<file path="config.mk">
export PLATFORM = sky130hd
export DESIGN_NAME = imem_loader
export DESIGN_NICKNAME = d
export VERILOG_FILES = /design/src/rtl/imem_loader.sv
export SDC_FILE = /design/constraint.sdc
export NUM_CORES = 1
export LEC_CHECK = 0
export ABC_AREA = 1
export CORE_MARGIN = 4
export CORE_UTILIZATION = 56
export DETAILED_ROUTE_END_ITERATION = 10
export PLACE_DENSITY = 0.84
export SKIP_LAST_GASP = 1
export SYNTH_ARGS = -nofsm -noshare
export SYNTH_HDL_FRONTEND = slang
export SYNTH_SLANG_ARGS = --single-unit
export TNS_END_PERCENT = 10
</file>
<file path="constraint.sdc">
create_clock -name clk -period 2.43 [get_ports clk]
set_input_delay 0.3645 -clock clk [delete_from_list [all_inputs] [get_ports clk]]
set_output_delay 0.3645 -clock clk [all_outputs]
set_load 0.01 [all_outputs]
</file>
<file path="src/rtl/imem_loader.sv">
// imem_loader: framed byte-stream loader for the pipeline processor's
// instruction memory. Frame = SYNC, ADDR, LEN, LEN payload bytes [, CSUM].
// Optional feature macro: IMEM_LOADER_CSUM_EN
//   defined   -> trailing CSUM byte checked against an 8-bit running sum
//   undefined -> no CSUM byte, every complete frame reports done
module imem_loader #(
    parameter int          ADDR_W = 4,
    parameter logic [7:0]  SYNC   = 8'hA5
) (
    input  logic              clk,
    input  logic              rst,
    input  logic [7:0]        in_data,
    input  logic              in_valid,
    output logic              in_ready,
    output logic              mem_we,
    output logic [ADDR_W-1:0] mem_addr,
    output logic [7:0]        mem_wdata,
    output logic              cpu_run,
    output logic              done,
    output logic              err
);

    typedef enum logic [2:0] {
        S_IDLE,
        S_ADDR,
        S_LEN,
        S_DATA,
`ifdef IMEM_LOADER_CSUM_EN
        S_CSUM,
`endif
        S_RESP
    } state_t;

    // State entered once the payload is exhausted (or LEN was zero)
`ifdef IMEM_LOADER_CSUM_EN
    localparam state_t POST_DATA = S_CSUM;
`else
    localparam state_t POST_DATA = S_RESP;
`endif

    state_t            state;
    state_t            state_next;
    logic [ADDR_W-1:0] ptr;
    logic [7:0]        count;
    logic              hs;

`ifdef IMEM_LOADER_CSUM_EN
    logic [7:0]        sum;
`else
    assign err = 1'b0;
`endif

    assign in_ready = (state != S_RESP);
    assign hs       = in_valid & in_ready;

    // State register
    always_ff @(posedge clk or negedge rst) begin
        if (!rst) begin
            state <= S_IDLE;
        end else begin
            state <= state_next;
        end
    end

    // Next-state decode: advance one field per accepted byte
    always_comb begin
        state_next = state;
        case (state)
            S_IDLE: begin
                if (hs && in_data == SYNC) state_next = S_ADDR;
            end
            S_ADDR: begin
                if (hs) state_next = S_LEN;
            end
            S_LEN: begin
                if (hs) state_next = (in_data == 8'd0) ? POST_DATA : S_DATA;
            end
            S_DATA: begin
                if (hs && count == 8'd1) state_next = POST_DATA;
            end
`ifdef IMEM_LOADER_CSUM_EN
            S_CSUM: begin
                if (hs) state_next = S_RESP;
            end
`endif
            S_RESP: begin
                state_next = S_IDLE;
            end
            default: begin
                state_next = S_IDLE;
            end
        endcase
    end

    // Datapath: pointer/count/sum tracking, registered memory write and status pulses
    always_ff @(posedge clk or negedge rst) begin
        if (!rst) begin
            ptr       <= '0;
            count     <= 8'd0;
            mem_we    <= 1'b0;
            mem_addr  <= '0;
            mem_wdata <= 8'd0;
            cpu_run   <= 1'b0;
            done      <= 1'b0;
`ifdef IMEM_LOADER_CSUM_EN
            err       <= 1'b0;
            sum       <= 8'd0;
`endif
        end else begin
            mem_we <= 1'b0;
            done   <= 1'b0;
`ifdef IMEM_LOADER_CSUM_EN
            err    <= 1'b0;
`endif
            if (hs) begin
                case (state)
                    S_IDLE: begin
                        if (in_data == SYNC) begin
                            cpu_run <= 1'b0;
`ifdef IMEM_LOADER_CSUM_EN
                            sum     <= 8'd0;
`endif
                        end
                    end
                    S_ADDR: begin
                        ptr <= in_data[ADDR_W-1:0];
`ifdef IMEM_LOADER_CSUM_EN
                        sum <= sum + in_data;
`endif
                    end
                    S_LEN: begin
                        count <= in_data;
`ifdef IMEM_LOADER_CSUM_EN
                        sum   <= sum + in_data;
`else
                        if (in_data == 8'd0) begin
                            done    <= 1'b1;
                            cpu_run <= 1'b1;
                        end
`endif
                    end
                    S_DATA: begin
                        mem_we    <= 1'b1;
                        mem_addr  <= ptr;
                        mem_wdata <= in_data;
                        ptr       <= ptr + ADDR_W'(1);
                        count     <= count - 8'd1;
`ifdef IMEM_LOADER_CSUM_EN
                        sum       <= sum + in_data;
`else
                        if (count == 8'd1) begin
                            done    <= 1'b1;
                            cpu_run <= 1'b1;
                        end
`endif
                    end
`ifdef IMEM_LOADER_CSUM_EN
                    S_CSUM: begin
                        if (in_data == sum) begin
                            done    <= 1'b1;
                            cpu_run <= 1'b1;
                        end else begin
                            err     <= 1'b1;
                            cpu_run <= 1'b0;
                        end
                    end
`endif
                    default: begin
                    end
                endcase
            end
        end
    end

endmodule
</file>
[Yosys cells after proc, flatten, opt, wreduce, memory -nomap -nowiden]
Index checks and enable logic that the tools add are counted.
Storage, ports and cells
  flip-flop bits (word level): 30
  output and inout port bits: 17
  logic and storage cells: 54
Operators by class
  add/subtract/negate cells: 2
  eq/ne operators: 13
  multiplexer cells: 18
  bitwise logic cells: 1
  reduce and logical (&&, ||, !) cells: 12
Operators by type and width (count)
  case mux 8 bit (2 select lines): 1
  2-to-1 mux 3 bit: 5
  inequality test 2 bit (second input constant): 7
  case mux 3 bit (4 select lines): 1
  equality test 8 x 1 -> 1 bit (second input constant): 1
  equality test 8 bit (second input constant): 1
  logical NOT 8 bit: 1
  2-to-1 mux 1 bit: 8
  case mux 4 bit (2 select lines): 1
  subtractor 8 x 1 -> 8 bit (second input constant): 1
  equality test 3 x 2 -> 1 bit (second input constant): 2
  AND reduction 2 bit: 3
  AND reduction 5 bit: 1
  adder 4 x 1 -> 4 bit (second input constant): 1
  AND reduction 4 bit: 1
  nonzero test 2 bit: 2
  equality test 3 x 1 -> 1 bit (second input constant): 1
  logical NOT 3 bit: 1
  inequality test 3 bit (second input constant): 1
  case mux 1 bit (3 select lines): 1
  nonzero test 3 bit: 1
  logical AND 1 bit: 2
  case mux 1 bit (2 select lines): 1
  AND 1 bit: 1

[Longest topological paths before layout]
Gate-level depths: netlist of the first run.
  depth after elaboration: 5
  gate-level depth with buffers: 9
  gate-level depth less buffers: 8

[Worst setup path after synthesis of the first run]
Ideal clock, no wire load.
  path type: register to register
  from: register state[0]
  to: register cpu_run
  arrival time: 1118 ps
  required time: 2309 ps
  setup slack: 1191 ps
  stages on the path, launching flop included: 9
  path buffers: 1
  cells stage by stage: dfrtp_1 -> buf_2 -> inv_1 -> nand2_1 -> o21bai_1 -> nand2_1 -> inv_1 -> nand3_1 -> nand2_1
Between the ends
  cells in the longest elaborated chain, start to end: 3
  elaborated cells between the ends (all ways): 11
  those cells by class: 6 x eq/ne; 1 x mux; 1 x bitwise; 3 x reduce/logical
RTL lines
  from (decl): RTL line 41  | state_t state;
  from (signal assigned): RTL line 61  | state <= state_next;
  equality test 3 x 2 -> 1 bit, or another cell as far along: RTL line 116  | case (state)
  inequality test 2 bit (no source line), or another cell as far along
  AND reduction 5 bit (no source line)
  to (signal assigned): RTL line 119  | cpu_run <= 1'b0;
  to (signal assigned): RTL line 138  | cpu_run <= 1'b1;
  to (signal assigned): RTL line 153  | cpu_run <= 1'b1;
  to (decl): RTL line 18  | output logic cpu_run,
Parallel ways exist; a longest one is shown, timed or not.
A chain may end at the register's enable or synchronous reset.

[Worst setup path in the final report of the first run]
  from: register state[0]
  to: output port in_ready
Between the ends
  cells in the longest elaborated chain, start to end: 1
RTL lines
  inequality test 3 bit: RTL line 53  | assign in_ready = (state != S_RESP);
  to (decl): RTL line 14  | output logic in_ready,
No other way between the ends.

==> results of run 1 <==
[through the flow]
stage | power, uW | utilization [%] | cell area, um^2 | std cells | setup slack, ns
3_3_place_gp | 1940 | 68.6 | 1910 | 263 | 0.690
3_5_place_dp | 1970 | 68.6 | 1910 | 263 | 0.677
2_1_floorplan | 1590 | - | 1650 | 210 | 1.19
6_report | 2500 | 72.6 | 2020 | 271 | 0.435
5_1_grt | 2690 | 72.6 | 2020 | 271 | 0.342
4_1_cts | 2510 | 72.6 | 2020 | 271 | 0.424
[sequential cells by signal (all words and copies together), names as in the netlist]
signal,count
count,8
cpu_run,1
mem_we,1
mem_wdata,8
state,3
mem_addr,4
done,1
ptr,4
[cell type report]
class,count,area [um^2]
fill,227,763
tap,31,38.8
sequential,30,751
inverter,29,109
multi-input combinational,146,741
timing repair buffer,27,268
clock buffer,6,51.3
clock inverter,2,60.1
[power breakdown]
part	total, uW	switching [uW]	internal (uW)
logic	1080	613	470
registers	885	167	718
clock network	529	181	348
[cell usage in the layout, fill, tap and decap left out, drive strengths merged]
cell type	Yosys	final
o21bai	2	2
nand3	14	14
bufinv	0	2
o21ai	32	32
a21oi	9	9
nor2	21	21
nand2	55	55
clkbuf	0	6
ha	3	3
xnor2	1	1
a21boi	1	1
clkdlybuf4s50	0	26
clkinv	1	1
xor2	1	1
conb	1	1
inv	28	28
nor3	2	2
a22oi	2	2
nand4	1	1
dfrtp	30	30
o22ai	1	1
buf	5	1
[cell families (layout without fill, tap and decap cells)]
logic type | Yosys count | after routing | share of synthesized area (%)
AOI/OAI and AO/OA | 47 | 47 | 16.7
xor gates and xnor gates | 2 | 2 | 1.06
adders and majority gates | 3 | 3 | 2.28
buffers and inverters | 34 | 64 | 9.42
DFF | 30 | 30 | 45.6
other | 1 | 1 | 0.228
and+or+nand+nor | 93 | 93 | 24.7
[per-layer routing]
layer	routed length, um	global-route usage, %	vias to the layer above
li1	-	-	733
met1	1530	24.4	668
met2	1710	30.8	46
met3	200	4.32	7
met4	72	10.3	0
met5	0	0	-
[Yosys cell counts, drive strengths merged]
cell type / count
nand2: 55
o21bai: 2
nor2: 21
dfrtp: 30
o21ai: 32
buf: 5
clkinv: 1
ha: 3
a21oi: 9
xor2: 1
nor3: 2
inv: 28
o22ai: 1
a21boi: 1
conb: 1
a22oi: 2
nand4: 1
nand3: 14
xnor2: 1
[critical path, delay by kind of cell (launching register included)]
kind,cells,cell delay (ns)
buffers and inverters,1,0.48
flip-flops,1,0.50
AND/OR/NAND/NOR,2,0.31
[path summary, 6_finish.rpt]
path	from	end	cells past startpoint
worst min register to register	mem_wdata[6]	mem_wdata[6]	2
min in group clk	mem_wdata[6]	mem_wdata[6]	2
worst max-delay path	state[0]	in_ready	3
worst min-delay path	rst	mem_addr[3]	2
max in group asynchronous	rst	mem_we	2
worst max register to register	state[0]	cpu_run	6
==> flow_summary.yaml, run 1 <==
outcome:
  outcome: "complete, no violations"
sta:
  clock.fmax_mhz: 501
  tns_ns: 0
  grt_setup_unrepaired: "no"
  hold_viol_final: 0
  fin_worst_skew_ns: 0.0103
  setup_violations: 0
  post-route-period-util_pct: 82.1
  final_max_slew_viol_count: 0
  final.min_clock_period_ns: 2.00
  hold_slack_ns: 0.397
cts:
  clk_latency_ns: 0.35
  postCtsResizedCells: 0
  numCtsBuffers: 5
  path_clk_slew_ns: 0.10
  cts.path.max_buffers: 2
  cts_tree: "yes"
  cts-root-buf: "clkbuf_4"
  cts_sinks: 30
  cts_setup_buffers: 0
  holdBufCountCts: 0
  cts.htree.levels: 2
floorplanning:
  die_x_um: 62.2
  rows: 19
  die_h_um: 62.2
  initial_utilization_pct: 59.2
  io_pins: 28
  core_um2: 2780
  dieArea_um2: 3870
synthesis:
  syn_nets: 224
  synthTopCellsByArea: "dfrtp_1 46%, nand2_1 12%, inv_1 5.9%"
  syn_area_um2: 1650
  synth.avg_cell_area_um2: 7.84
  yosysUniqueCellTypes: 28
  synth_warnings: 0
  syn_inst: 210
  synth_top_area_share_pct: 45.6
  ys_ff_latch: 30
  synth.largest_area_cell: "dfrtp_1"
  seq_area_frac_synth_pct: 45.6
global_route:
  grt_overflow: 0
  grt_pass1_vias: 1344
  grt_pass1_wl_um: 5990
  grt_use_total_pct: 19.4
  grt_max_degree: 31
  antenna_found_initial: 0
setup_path:
  cp.required_ns: 2.07
  critPathMaxStageDelay_ns: 0.50
  cp_slowest_cell: "dfrtp_1"
  path_max_fanout: 10
  path_cells: "nor2_1 > nand2_1 > clkdlybuf4s50_1"
  cp.arrival_ns: 1.63
  crit_path_end_kind: "output port"
  critPathKind: "register to output port"
  crit_path_start_kind: "register"
  reg2reg_slack_ns: 0.92
flow_run:
  maxCapViolCount: 0
drt:
  drc: 0
  drtPass1Iterations: 4
  wirelength_um: 3520
  via_per_inst: 5.37
  via_count: 1454
  wl_per_cell_um: 13.0
  ant_nets: 0
  drtIter0Drc: 117
cells_and_area:
  antennaDiodeCount: 0
  syn2layout_area_growth_pct: 22.6
  drive_gt1_share_pct: 10.0
  fin_nets: 253
power_and_ir_drop:
  cellLeakagePower_uw: 0.000979
  ir_worst_vdd_mv: 1.07
  power.density_nw_per_um2: 1240
placed_design:
  gp_congestion: 0.909
  io_buffers: 26
  hpwl_um: 2640
min_path:
  hold_class: "input pin to async pin"
Power figures use the tool's default switching activity.
==> inputs of run 2 (changes only) <==
- CORE_UTILIZATION: 56 -> 47
- PLACE_DENSITY: 0.84 -> 0.75
- clock period: 2.43 -> 1.7 ns (I/O delays scaled with it)
==> run 2 against run 1 <==
Effect of this change:
- sequential cell count unchanged
- first-iteration DRC count decreased by 13%
- count of clock-buffer cells in the layout increased by 1
- non-clock buffer count increased by 5
- via count unchanged
- final area increased by 0.50%
- routed wire length increased by 2.8%
- sequential share of layout area decreased by 0.18 points
- power increased by 34%
- final cell count increased by 7.4%
- clock skew decreased by 0.0041 ns
==> flow_summary.yaml, run 2 (same netlist as run 1, synthesis figures left out) <==
cells_and_area:
  drive_gt1_share_pct: 11.8
  largestRegisters: "count (8), mem_wdata (8)"
  final_cell_area_um2: 2030
  finalNonFillerCells: 291
  finalCoreUtilization_pct: 60.3
  antennaDiodeCount: 0
  most-common-layout-cells: "53 x nand2_1, 30 x dfrtp_1, 26 x inv_1"
  layout_commonest_cell: "nand2_1"
  fin_nets: 258
  syn2layout_area_growth_pct: 23.2
global_route:
  grt_overflow: 0
  antenna_found_initial: 0
  grt_max_degree: 31
  grt_use_total_pct: 17.9
  grt_pass1_vias: 1396
  met3_usage_pct: 4.49
  busiest_layer: "met2"
  grt_pass1_wl_um: 6070
  grtUsageMet1_pct: 23.0
  met2_usage_pct: 29.1
outcome:
  outcome: "complete, no violations"
cts:
  cts.path.max_buffers: 2
  numCtsBuffers: 5
  cts_sinks: 30
  cts-root-buf: "clkbuf_4"
  cts.htree.levels: 2
  path_clk_slew_ns: 0.10
  clk_latency_ns: 0.32
  cts_tree: "yes"
  holdBufCountCts: 0
sta:
  final.min_clock_period_ns: 1.54
  grt_setup_unrepaired: "no"
  fin_worst_skew_ns: 0.00615
  hold_viol_final: 0
  clock.fmax_mhz: 651
  final_max_slew_viol_count: 0
  post-route-period-util_pct: 90.3
  setup_violations: 0
  tns_ns: 0
power_and_ir_drop:
  pwr-share-seq_pct: 36.7
  comb_power_share_pct: 50.0
  swShare_pct: 41.2
  p_clk_share_pct: 13.3
  p_int_uw: 1960
  finalPower_uw: 3340
  cellLeakagePower_uw: 0.000980
  power.density_nw_per_um2: 1650
  p_sw_uw: 1380
  ir_worst_vdd_mv: 0.672
setup_path:
  path_max_fanout: 7
  cp.required_ns: 1.92
  crit_path_end_kind: "register"
  cp.arrival_ns: 1.75
  crit_path_start_kind: "register"
  critPathKind: "register to register"
placed_design:
  post_dp_cell_area_um2: 1950
  placed_cells_incl_taps: 281
  gp_congestion: 0.951
  io_buffers: 26
  hpwl_um: 2730
floorplanning:
  dieArea_um2: 4510
  rows: 21
  die_x_um: 67.2
  core_um2: 3360
  initial_utilization_pct: 49.0
  io_pins: 28
  die_h_um: 67.2
drt:
  drtPass1Iterations: 6
  wirelength_um: 3620
  via_count: 1454
  ant_nets: 0
  wl_per_cell_um: 12.4
  drc: 0
  drtIter0Drc: 102
  via_per_inst: 5.00
min_path:
  hold_class: "input pin to async pin"
flow_run:
  maxCapViolCount: 0
==> run 2: final cells by class <==
| class | instances | area [um^2] |
|---|---|---|
| repair buffers | 32 | 308 |
| flip-flops and latches | 30 | 751 |
| fillers | 329 | 1340 |
| well taps | 46 | 57.6 |
| clock buffers | 7 | 55.1 |
| multi-input cells | 146 | 743 |
| clock inverters | 1 | 5.00 |
| inverters | 29 | 109 |
==> run 2: worst paths after layout <==
check	start	endpoint	slack (ns)	cells past startpoint
max in group asynchronous	rst	done	1.12	2
min in group clk	mem_wdata[0]	mem_wdata[0]	0.48	2
max	state[1]	cpu_run	0.16	8
max reg2reg	state[1]	cpu_run	0.16	8
min reg2reg	mem_wdata[0]	mem_wdata[0]	0.48	2
min	rst	ptr[1]	0.30	2
==> run 2: per-stage QoR <==
step | worst slack (ns) | hold WS (ns)
finish | 0.164 | 0.304
global route | 0.0783 | 0.317
CTS | 0.0226 | 0.315
detailed placement | 0.0814 | 0.465
global placement | 0.121 | 0.457
floorplan | 0.461 | -0.0406
==> run 2: worst max-delay path, stage by stage, from the launching register on <==
cell	delay, ns
dfrtp_1	0.42
buf_4	0.16
buf_4	0.15
nand2_1	0.14
nor2_4	0.08
o21ai_2	0.09
nand3_1	0.15
o21bai_1	0.17
nand2_1	0.07
==> run 2: metal layers <==
metal	part of all wire (%)	up-vias	routed length [um]
li1	-	741	-
met1	45	657	1640
met2	46	46	1670
met3	6.0	10	218
met4	2.2	0	78
met5	0	-	0
==> run 2: power groups by stage <==
stage          registers, uW  logic, uW  clock network [uW]
5_1_grt                 1270       1880                 501
6_report                1230       1670                 445
2_1_floorplan           1290        984                   0
3_3_place_gp            1230       1610                   0
4_1_cts                 1230       1670                 452
3_5_place_dp            1240       1630                   0
==> run 2: what timing repair did <==
action | 4_1_cts | 5_1_grt
buffers inserted | 1 | 1
pin swaps | 1 | 0
resized for setup | 1 | 1
setup endpoints to repair | 1 | 1
